File: config.mk
export PLATFORM = sky130hd
export DESIGN_NAME = procsel_flat
export DESIGN_NICKNAME = d
export VERILOG_FILES = /design/src/rtl/procsel_pkg.sv /design/src/rtl/procsel_if.sv /design/src/rtl/proc_rr_pick.sv /design/src/rtl/procsel.sv /design/src/flat_wrapper.sv
export SDC_FILE = /design/constraint.sdc
export NUM_CORES = 1
export LEC_CHECK = 0
export ABC_CLOCK_PERIOD_IN_PS = 3300
export BUFFER_PORTS_ARGS = -buffer_cell sky130_fd_sc_hd__buf_2
export CAP_MARGIN = 20
export CORE_MARGIN = 2
export CORE_UTILIZATION = 51
export DETAILED_ROUTE_END_ITERATION = 7
export PLACE_DENSITY_LB_ADDON = 0.15
export SLEW_MARGIN = 20
export SYNTH_ARGS = -nofsm -noshare
export SYNTH_HDL_FRONTEND = slang
export SYNTH_SLANG_ARGS = --single-unit
File: constraint.sdc
create_clock -name clk -period 3.3 [get_ports clk]
set_clock_uncertainty 0.15 [all_clocks]
set_input_delay 0.66 -clock clk [delete_from_list [all_inputs] [get_ports clk]]
set_output_delay 0.66 -clock clk [all_outputs]
set_load 0.02 [all_outputs]
File: src/rtl/procsel_pkg.sv
// Shared constants for the ready-process selector: command bit positions,
// status word field positions and the process id type.
package procsel_pkg;

   // Command word ctrl bit indices (data_in[7:0])
   localparam int CTRL_CLR_ALL  = 0;
   localparam int CTRL_SET_MASK = 1;
   localparam int CTRL_CLR_ONE  = 2;
   localparam int CTRL_SET_ONE  = 3;

   // Command word field positions
   localparam int PID_LSB  = 8;
   localparam int DATA_LSB = 16;

   // Status word field positions
   localparam int VALID_BIT = 31;
   localparam int OVR_LSB   = 16;
   localparam int OVR_W     = 8;
   localparam int PID_W     = 5;

   typedef logic [PID_W-1:0] pid_t;
   typedef logic [OVR_W-1:0] ovr_t;

endpackage

File: src/rtl/procsel_if.sv
// CPU-side IO port of the ready-process selector: one write word, one read
// word and the summary ready flag.
interface procsel_if;

   logic        wr;
   logic        rd;
   logic [31:0] data_in;
   logic [31:0] data_out;
   logic        any_rdy;

   modport master (
      output wr, rd, data_in,
      input  data_out, any_rdy
   );

   modport slave (
      input  wr, rd, data_in,
      output data_out, any_rdy
   );

endinterface

File: src/rtl/proc_rr_pick.sv
// Round-robin picker: finds the first set request starting at last+1 and
// wrapping modulo NUM_PROC. The request vector is doubled and rotated so a
// plain lowest-bit priority encode gives the offset from last+1.
module proc_rr_pick
   import procsel_pkg::*;
#(
   parameter int NUM_PROC = 16
) (
   input  logic [NUM_PROC-1:0] req,
   input  pid_t                last,
   output logic                found,
   output pid_t                pid
);

   logic [PID_W:0]      start;
   logic [PID_W:0]      sum;
   logic [NUM_PROC-1:0] rot;
   pid_t                off;

   // Rotate, priority encode the lowest set bit, then map back to a pid
   always_comb begin
      start = {1'b0, last} + (PID_W+1)'(1);
      rot   = NUM_PROC'({req, req} >> start);
      found = 1'b0;
      off   = '0;
      for (int i = NUM_PROC-1; i >= 0; i--) begin
         if (rot[i]) begin
            found = 1'b1;
            off   = PID_W'(i);
         end
      end
      sum = start + {1'b0, off};
      if (sum >= (PID_W+1)'(NUM_PROC)) begin
         sum = sum - (PID_W+1)'(NUM_PROC);
      end
      pid = found ? sum[PID_W-1:0] : '0;
   end

endmodule

File: src/rtl/procsel.sv
// Ready-process selector. Rising edges of proc_rdy are latched into a pending
// set; the next unmasked pending process is chosen round-robin and presented
// as the IO read word. A read of a valid selection pops that process.
module procsel
   import procsel_pkg::*;
#(
   parameter int NUM_PROC = 16
) (
   input  logic                clk,
   input  logic                rst,
   input  logic [NUM_PROC-1:0] proc_rdy,
   procsel_if.slave            bus
);

   logic [NUM_PROC-1:0] prev_rdy;
   logic [NUM_PROC-1:0] hold_rdy;
   logic [NUM_PROC-1:0] pending;
   logic [NUM_PROC-1:0] mask;
   ovr_t                ovr_cnt;
   logic                sel_valid;
   pid_t                sel_pid;
   pid_t                last;

   logic [7:0]          ctrl;
   pid_t                cmd_pid;
   logic [15:0]         cmd_data;
   logic                pid_ok;
   logic                pop;
   logic                hit;
   logic [NUM_PROC-1:0] ev;
   logic [NUM_PROC-1:0] cmd_bit;
   logic [NUM_PROC-1:0] pop_bit;
   logic [NUM_PROC-1:0] set_vec;
   logic [NUM_PROC-1:0] clr_vec;
   logic [NUM_PROC-1:0] pend_nxt;
   logic [NUM_PROC-1:0] req;
   logic                pick_found;
   pid_t                pick_pid;
   logic                unused_bits;

   // Command decode, edge detection and next pending set (set beats clear)
   always_comb begin
      ctrl     = bus.wr ? bus.data_in[7:0] : 8'h00;
      cmd_pid  = bus.data_in[PID_LSB +: PID_W];
      cmd_data = bus.data_in[DATA_LSB +: 16];
      pid_ok   = int'(cmd_pid) < NUM_PROC;
      cmd_bit  = pid_ok ? (NUM_PROC'(1) << cmd_pid) : '0;
      pop      = bus.rd & sel_valid;
      pop_bit  = pop ? (NUM_PROC'(1) << sel_pid) : '0;
      // hold_rdy masks levels that were already high during reset
      ev       = proc_rdy & ~prev_rdy & ~hold_rdy;
      hit      = |(ev & pending);
      set_vec  = ev | (ctrl[CTRL_SET_ONE] ? cmd_bit : '0);
      clr_vec  = {NUM_PROC{ctrl[CTRL_CLR_ALL]}}
               | (ctrl[CTRL_CLR_ONE] ? cmd_bit : '0)
               | pop_bit;
      pend_nxt = (pending & ~clr_vec) | set_vec;
      req      = pending & mask;
   end

   // Command bits ctrl[7:4], pid[7:5] field spare bits and any mask data
   // above NUM_PROC are not decoded
   assign unused_bits = ^{ctrl[7:4], bus.data_in[15:13], cmd_data};

   proc_rr_pick #(
      .NUM_PROC (NUM_PROC)
   ) u_pick (
      .req   (req),
      .last  (last),
      .found (pick_found),
      .pid   (pick_pid)
   );

   // Ready edge history, pending set and mask
   always_ff @(posedge clk) begin
      if (rst) begin
         prev_rdy <= '0;
         hold_rdy <= proc_rdy;
         pending  <= '0;
         mask     <= '1;
      end else begin
         prev_rdy <= proc_rdy;
         hold_rdy <= hold_rdy & proc_rdy;
         pending  <= pend_nxt;
         if (ctrl[CTRL_SET_MASK]) begin
            mask <= cmd_data[NUM_PROC-1:0];
         end
      end
   end

   // Saturating overrun counter; clear-all takes priority over an increment
   always_ff @(posedge clk) begin
      if (rst) begin
         ovr_cnt <= '0;
      end else if (ctrl[CTRL_CLR_ALL]) begin
         ovr_cnt <= '0;
      end else if (hit && (ovr_cnt != '1)) begin
         ovr_cnt <= ovr_cnt + ovr_t'(1);
      end
   end

   // Selection register: a pop inserts one invalid cycle and moves last
   always_ff @(posedge clk) begin
      if (rst) begin
         sel_valid <= 1'b0;
         sel_pid   <= '0;
         last      <= PID_W'(NUM_PROC-1);
      end else if (pop) begin
         sel_valid <= 1'b0;
         sel_pid   <= '0;
         last      <= sel_pid;
      end else begin
         sel_valid <= pick_found;
         sel_pid   <= pick_pid;
      end
   end

   // Status word and summary flag, straight from registers
   always_comb begin
      bus.data_out                   = '0;
      bus.data_out[VALID_BIT]        = sel_valid;
      bus.data_out[OVR_LSB +: OVR_W] = ovr_cnt;
      bus.data_out[PID_W-1:0]        = sel_pid;
   end

   assign bus.any_rdy = |req;

endmodule

File: src/flat_wrapper.sv
// flat-port wrapper written by rule: the top's interface ports become plain ports
module procsel_flat import procsel_pkg::*;
#(
   parameter int NUM_PROC = 16
)
  (clk, rst, proc_rdy, bus_wr, bus_rd, bus_data_in, bus_data_out, bus_any_rdy);
  procsel_if bus_i ();
  input  logic clk;
  input  logic rst;
  input  logic [NUM_PROC-1:0] proc_rdy;
  input wire logic [$bits(bus_i.wr)-1:0] bus_wr;
  input wire logic [$bits(bus_i.rd)-1:0] bus_rd;
  input wire logic [$bits(bus_i.data_in)-1:0] bus_data_in;
  output wire logic [$bits(bus_i.data_out)-1:0] bus_data_out;
  output wire logic [$bits(bus_i.any_rdy)-1:0] bus_any_rdy;
  assign bus_i.wr = bus_wr;
  assign bus_i.rd = bus_rd;
  assign bus_i.data_in = bus_data_in;
  assign bus_data_out = bus_i.data_out;
  assign bus_any_rdy = bus_i.any_rdy;
  procsel #(.NUM_PROC(NUM_PROC)) u_core (.clk(clk), .rst(rst), .proc_rdy(proc_rdy), .bus(bus_i));
endmodule
==> impl_metrics.env, run 1 <==
export IMPL_run_status="finished, violations left"
export IMPL_violations="negative setup slack"
export IMPL_synth_top_flop_cell="dfxtp_1"
export IMPL_synth_area_leaders="dfxtp_1 33%, mux4_2 4.5%, a211o_1 4.4%, nand2_1 3.7%, mux4_1 3.7%"
export IMPL_fp_dieW_um=103
export IMPL_fin_crit_ns=3.44
export IMPL_fin_crit_sh=1.04
export IMPL_hold_class="flip-flop to flip-flop"
export IMPL_ys_seq_elements=83
export IMPL_worst_slew_margin_rel=0.361
export IMPL_numClockSinks=83
export IMPL_drive_above_1_share=0.366
export IMPL_worst_slack_ns=-0.136
export IMPL_ir_drop_mv=0.290
export IMPL_seq_area_um2=1680
export IMPL_layout_commonest_cell="buf_4"
export IMPL_hold_slack_ns=0.315
export IMPL_via_per_inst=5.91
export IMPL_multi_input_area_um2=3340
export IMPL_clockBufferDepth=2
export IMPL_slew_violations=0
export IMPL_post_drt_wl_per_cell_um=18.1
export IMPL_first_pass_iters=5
export IMPL_max_freq_mhz=291
export IMPL_num_antenna_cells=0
export IMPL_drt_initial_drc_count=225
export IMPL_htree_levels=3
export IMPL_track_usage=0.294
export IMPL_clk_pin_slew_ns=0.09
export IMPL_grt_antenna_before_repair=0
export IMPL_syn_to_final_growth_pct=31.0
export IMPL_core_um2=9680
export IMPL_drc=0
export IMPL_p_per_area_nw_per_um2=492
export IMPL_tightest_slew_ns=0.949
export IMPL_grt_pass1_vias=4627
export IMPL_yosys_cell_types_count=65
export IMPL_worstPathRequired_ns=3.41
export IMPL_yosys_warnings=0
export IMPL_drv_cap=0
export IMPL_rsz0062_at_grt="yes"
export IMPL_start_util=0.520
export IMPL_placement_io_buffers=59
export IMPL_crit_type="flip-flop to flip-flop"
export IMPL_grt_overflow=0
export IMPL_cts_tree="yes"
export IMPL_synth_edff_count=0
export IMPL_final_cells=849
export IMPL_utilization=0.680
export IMPL_layout_nets=769
export IMPL_grt_first_pass_wirelength_um=23800
export IMPL_fillers=817
export IMPL_clock_latency_ns=0.37
export IMPL_seq_area_frac_synth=0.330
export IMPL_finalHoldViolCount=0
export IMPL_antenna_left=0
export IMPL_gp_congestion=0.971
export IMPL_yosys_area_top_type="dfxtp_1"
export IMPL_synth_top_cell_area_share=0.330
export IMPL_core_rowCount=36
export IMPL_path_max_fanout=3
export IMPL_avgSynthCellArea_um2=8.94
export IMPL_clock_root_buffer="clkbuf_8"
export IMPL_syn_inst=563
export IMPL_netlist_area_um2=5030
export IMPL_leakage_nw=2.76
export IMPL_die_h_um=103
export IMPL_cp_start_kind="flip-flop"
export IMPL_io_pins=85
export IMPL_final_cell_mix="102 x buf_4, 71 x dfxtp_1, 59 x buf_2"
export IMPL_finalWirelength_um=15300
export IMPL_cp_end_kind="flip-flop"
export IMPL_dpl_hpwl_um=11700
export IMPL_final_design_area_no_fill_um2=6590
export IMPL_numCtsBuffers=9
export IMPL_async_flop_share=0
export IMPL_place_ws_ns=-0.343
export IMPL_cp_arrival_ns=3.55
export IMPL_dieArea_um2=10700
export IMPL_grt_max_degree=43
export IMPL_setup_violations=3
export IMPL_vias=5020
export IMPL_dp_cells=823
export IMPL_dpl_instance_area_um2=6030
-- final timing paths --
check / startpoint / end / slack (ns) / depth (start not counted)
worst max-delay path: u_core.pending[10] / u_core.sel_pid[4] / -0.14 / 13
worst min-delay path: u_core.hold_rdy[15] / u_core.hold_rdy[15] / 0.31 / 1
worst max register to register: u_core.pending[10] / u_core.sel_pid[4] / -0.14 / 13
worst min register to register: u_core.hold_rdy[15] / u_core.hold_rdy[15] / 0.31 / 1
-- worst max-delay path, stage by stage (launching register included) --
cell     delay [ns]
dfxtp_1        0.32
buf_4          0.14
and2_1         0.17
mux4_2         0.50
mux2i_4        0.30
o22ai_4        0.14
nor2_1         0.14
or4b_4         0.49
o21ai_4        0.21
ha_4           0.22
a21o_1         0.14
a21o_1         0.17
a31oi_1        0.20
nor3_2         0.05
-- final cells by class --
| class | count | area share |
|---|---|---|
| Clock buffer | 10 | 0.0194 |
| Sequential cell | 83 | 0.255 |
| Timing Repair Buffer | 168 | 0.175 |
| Inverter | 9 | 0.00702 |
| Multi-Input combinational cell | 440 | 0.507 |
| Clock inverter | 6 | 0.0110 |
| Tap cell | 133 | 0.0253 |
-- per-stage QoR --
stage	setup TNS, ns	power, mW
after global placement	-0.804	2.28
after detailed placement	-0.977	2.30
after global routing	-0.694	3.42
final	-0.291	3.24
after CTS	-0.254	3.15
after floorplan	0	1.88
-- cells in the mapped netlist, types with 9 or more instances --
cell        n
buf_4      22
nand2b_1   10
nor3b_1    18
nor3_1      9
mux4_2     10
a21oi_1    36
and3_1     23
nand3_1    17
dfxtp_1    83
nor2b_1    20
o2111ai_1  16
o21a_1     19
nand2_1    50
a211o_1    25
nor2_1     33
clkbuf_1   20
-- flip-flops by register name, summed over array words and instances, names as in the netlist --
| signal | count |
|---|---|
| u_core.pending | 16 |
| u_core.last | 5 |
| u_core.prev_rdy | 16 |
| u_core.mask | 16 |
| u_core.hold_rdy | 16 |
| u_core.sel_valid | 1 |
| u_core.ovr_cnt | 8 |
| u_core.sel_pid | 5 |
-- per-layer routing --
| layer | vias to the layer above | GRT usage | routed length (µm) |
|---|---|---|---|
| li1 | 2394 | - | - |
| met4 | 0 | 0.128 | 450 |
| met2 | 156 | 0.492 | 7520 |
| met3 | 31 | 0.0370 | 716 |
| met5 | - | 0 | 0 |
| met1 | 2439 | 0.384 | 6640 |
-- logic make-up after synthesis --
| logic type | count (synthesis) | synth area share |
|---|---|---|
| xor+xnor | 6 | 0.0104 |
| other cells | 1 | 0.000745 |
| compound gates | 161 | 0.233 |
| mux | 28 | 0.105 |
| buf+inv | 57 | 0.0662 |
| simple gates | 221 | 0.238 |
| fa+ha+maj | 6 | 0.0164 |
| flops | 83 | 0.330 |
-- timing repair --
action,4_1_cts,5_1_grt
setup endpoints to repair,4,4
pin swaps,16,11
hold buffers,0,0
resized for setup,45,27
buffers inserted,9,1
-- report_power, final --
part / switching, mW / internal (mW)
Combinational: 0.664 / 0.649
Sequential: 0.0921 / 1.09
Clock: 0.392 / 0.360
Power figures use the tool's default switching activity.
==> run 2, diff against run 1 <==
- REMOVE_ABC_BUFFERS: unset -> 1
==> impl_metrics.env, run 2 (synthesis gave the netlist of run 1 again) <==
export IMPL_gp_congestion=1.02
export IMPL_fin_crit_ns=3.37
export IMPL_grt_antenna_before_repair=0
export IMPL_dpl_hpwl_um=11100
export IMPL_finalWirelength_um=14700
export IMPL_grt_first_pass_wirelength_um=23000
export IMPL_worst_slew_margin_rel=0.418
export IMPL_cp_start_kind="flip-flop"
export IMPL_rsz0062_at_grt="yes"
export IMPL_track_usage=0.278
export IMPL_io_pins=85
export IMPL_clk_pin_slew_ns=0.09
export IMPL_final_design_area_no_fill_um2=6470
export IMPL_first_pass_iters=7
export IMPL_cpMostUsedCell="o22ai_4"
export IMPL_post_drt_wl_per_cell_um=17.5
export IMPL_grt_overflow=0
export IMPL_slew_violations=0
export IMPL_antenna_left=0
export IMPL_run_status="finished, violations left"
export IMPL_numCtsBuffers=9
export IMPL_path_max_fanout=7
export IMPL_holdBufCountCts=0
export IMPL_final_cell_mix="92 x buf_4, 76 x dfxtp_1, 59 x buf_2"
export IMPL_grt_pass1_vias=4757
export IMPL_htree_levels=3
export IMPL_worst_slack_ns=-0.0710
export IMPL_cts_tree="yes"
export IMPL_setup_violations=4
export IMPL_final_cells=836
export IMPL_cp_arrival_ns=3.46
export IMPL_drive_above_1_share=0.357
export IMPL_fp_dieW_um=103
export IMPL_numClockSinks=83
export IMPL_finalHoldViolCount=0
export IMPL_clockBufferDepth=2
export IMPL_cp_end_kind="flip-flop"
export IMPL_max_freq_mhz=297
export IMPL_num_antenna_cells=0
export IMPL_syn_to_final_growth_pct=28.7
export IMPL_die_h_um=103
export IMPL_violations="negative setup slack"
export IMPL_worstPathRequired_ns=3.39
export IMPL_fillers=813
export IMPL_hold_class="flip-flop to flip-flop"
export IMPL_critPathBufInv=3
export IMPL_placement_io_buffers=59
export IMPL_clock_latency_ns=0.34
export IMPL_leakage_nw=2.68
export IMPL_ir_drop_mv=0.294
export IMPL_dieArea_um2=10700
export IMPL_drt_initial_drc_count=263
export IMPL_drc=0
export IMPL_grt_max_degree=46
export IMPL_drv_cap=0
export IMPL_layout_nets=756
export IMPL_start_util=0.520
export IMPL_dp_cells=811
export IMPL_path_cells="buf_12 > inv_12 > mux4_2 > o22ai_4 > o22ai_4 > nor4_2 > o31ai_2 > a31oi_4 > ha_2 > inv_2 > fa_2 > a21o_1 > a31oi_2 > nor3_2"
export IMPL_layout_commonest_cell="buf_4"
export IMPL_vias=4982
export IMPL_tightest_slew_ns=0.864
export IMPL_slowest_stage="mux4_2"
export IMPL_core_rowCount=36
export IMPL_clock_root_buffer="clkbuf_8"
export IMPL_p_per_area_nw_per_um2=485
export IMPL_fin_crit_sh=1.02
export IMPL_dpl_instance_area_um2=5930
export IMPL_crit_type="flip-flop to flip-flop"
export IMPL_via_per_inst=5.96
export IMPL_utilization=0.668
export IMPL_core_um2=9680
export IMPL_max_stage_delay_ns=0.54
export IMPL_critPathTopFamily="compound AO/OA/AOI/OAI gates"
run 2: cell type report:
type                            instances  area (µm²)  area share
Clock buffer                            9         124      0.0191
Clock inverter                          7        61.3     0.00947
Inverter                                9        46.3     0.00715
Multi-Input combinational cell        440        3360       0.519
Sequential cell                        83        1680       0.259
Tap cell                              133         166      0.0257
Timing Repair Buffer                  155        1040       0.161
run 2: routing by layer:
| layer | up-vias | wire length [µm] | track usage |
|---|---|---|---|
| met4 | 0 | 308 | 0.112 |
| met1 | 2402 | 6060 | 0.340 |
| met3 | 34 | 793 | 0.0477 |
| met2 | 176 | 7490 | 0.487 |
| met5 | - | 0 | 0 |
| li1 | 2370 | - | - |
run 2: power breakdown:
group / internal, mW / switching (mW) / leakage (nW)
registers: 1.08 / 0.0964 / 0.689
logic: 0.630 / 0.657 / 1.90
clock network: 0.286 / 0.383 / 0.0884
run 2: path summary, 6_finish.rpt:
path                             from                   to  slack [ns]  cells past startpoint
hold reg to reg   u_core.hold_rdy[15]  u_core.hold_rdy[15]        0.31                      1
setup reg to reg       u_core.last[0]    u_core.sel_pid[4]       -0.07                     14
hold / removal    u_core.hold_rdy[15]  u_core.hold_rdy[15]        0.31                      1
setup / recovery       u_core.last[0]    u_core.sel_pid[4]       -0.07                     14
run 2: metrics by stage:
step / setup slack (ns) / power [mW] / TNS (ns) / hold WS [ns]
floorplan: -0.441 / 1.82 / -1.10 / 0.279
global placement: -0.274 / 2.23 / -0.811 / 0.287
detailed placement: -0.365 / 2.26 / -1.12 / 0.296
CTS: -0.0814 / 3.00 / -0.124 / 0.316
global route: -0.169 / 3.31 / -0.594 / 0.332
finish: -0.0710 / 3.14 / -0.190 / 0.311
run 2: repair_timing:
item	4_1_cts	5_1_grt
gates cloned	0	0
setup buffers	7	2
endpoints found under the hold margin	0	0
gates resized for setup	32	40
pin swaps	14	10
endpoints found under the setup margin	4	4
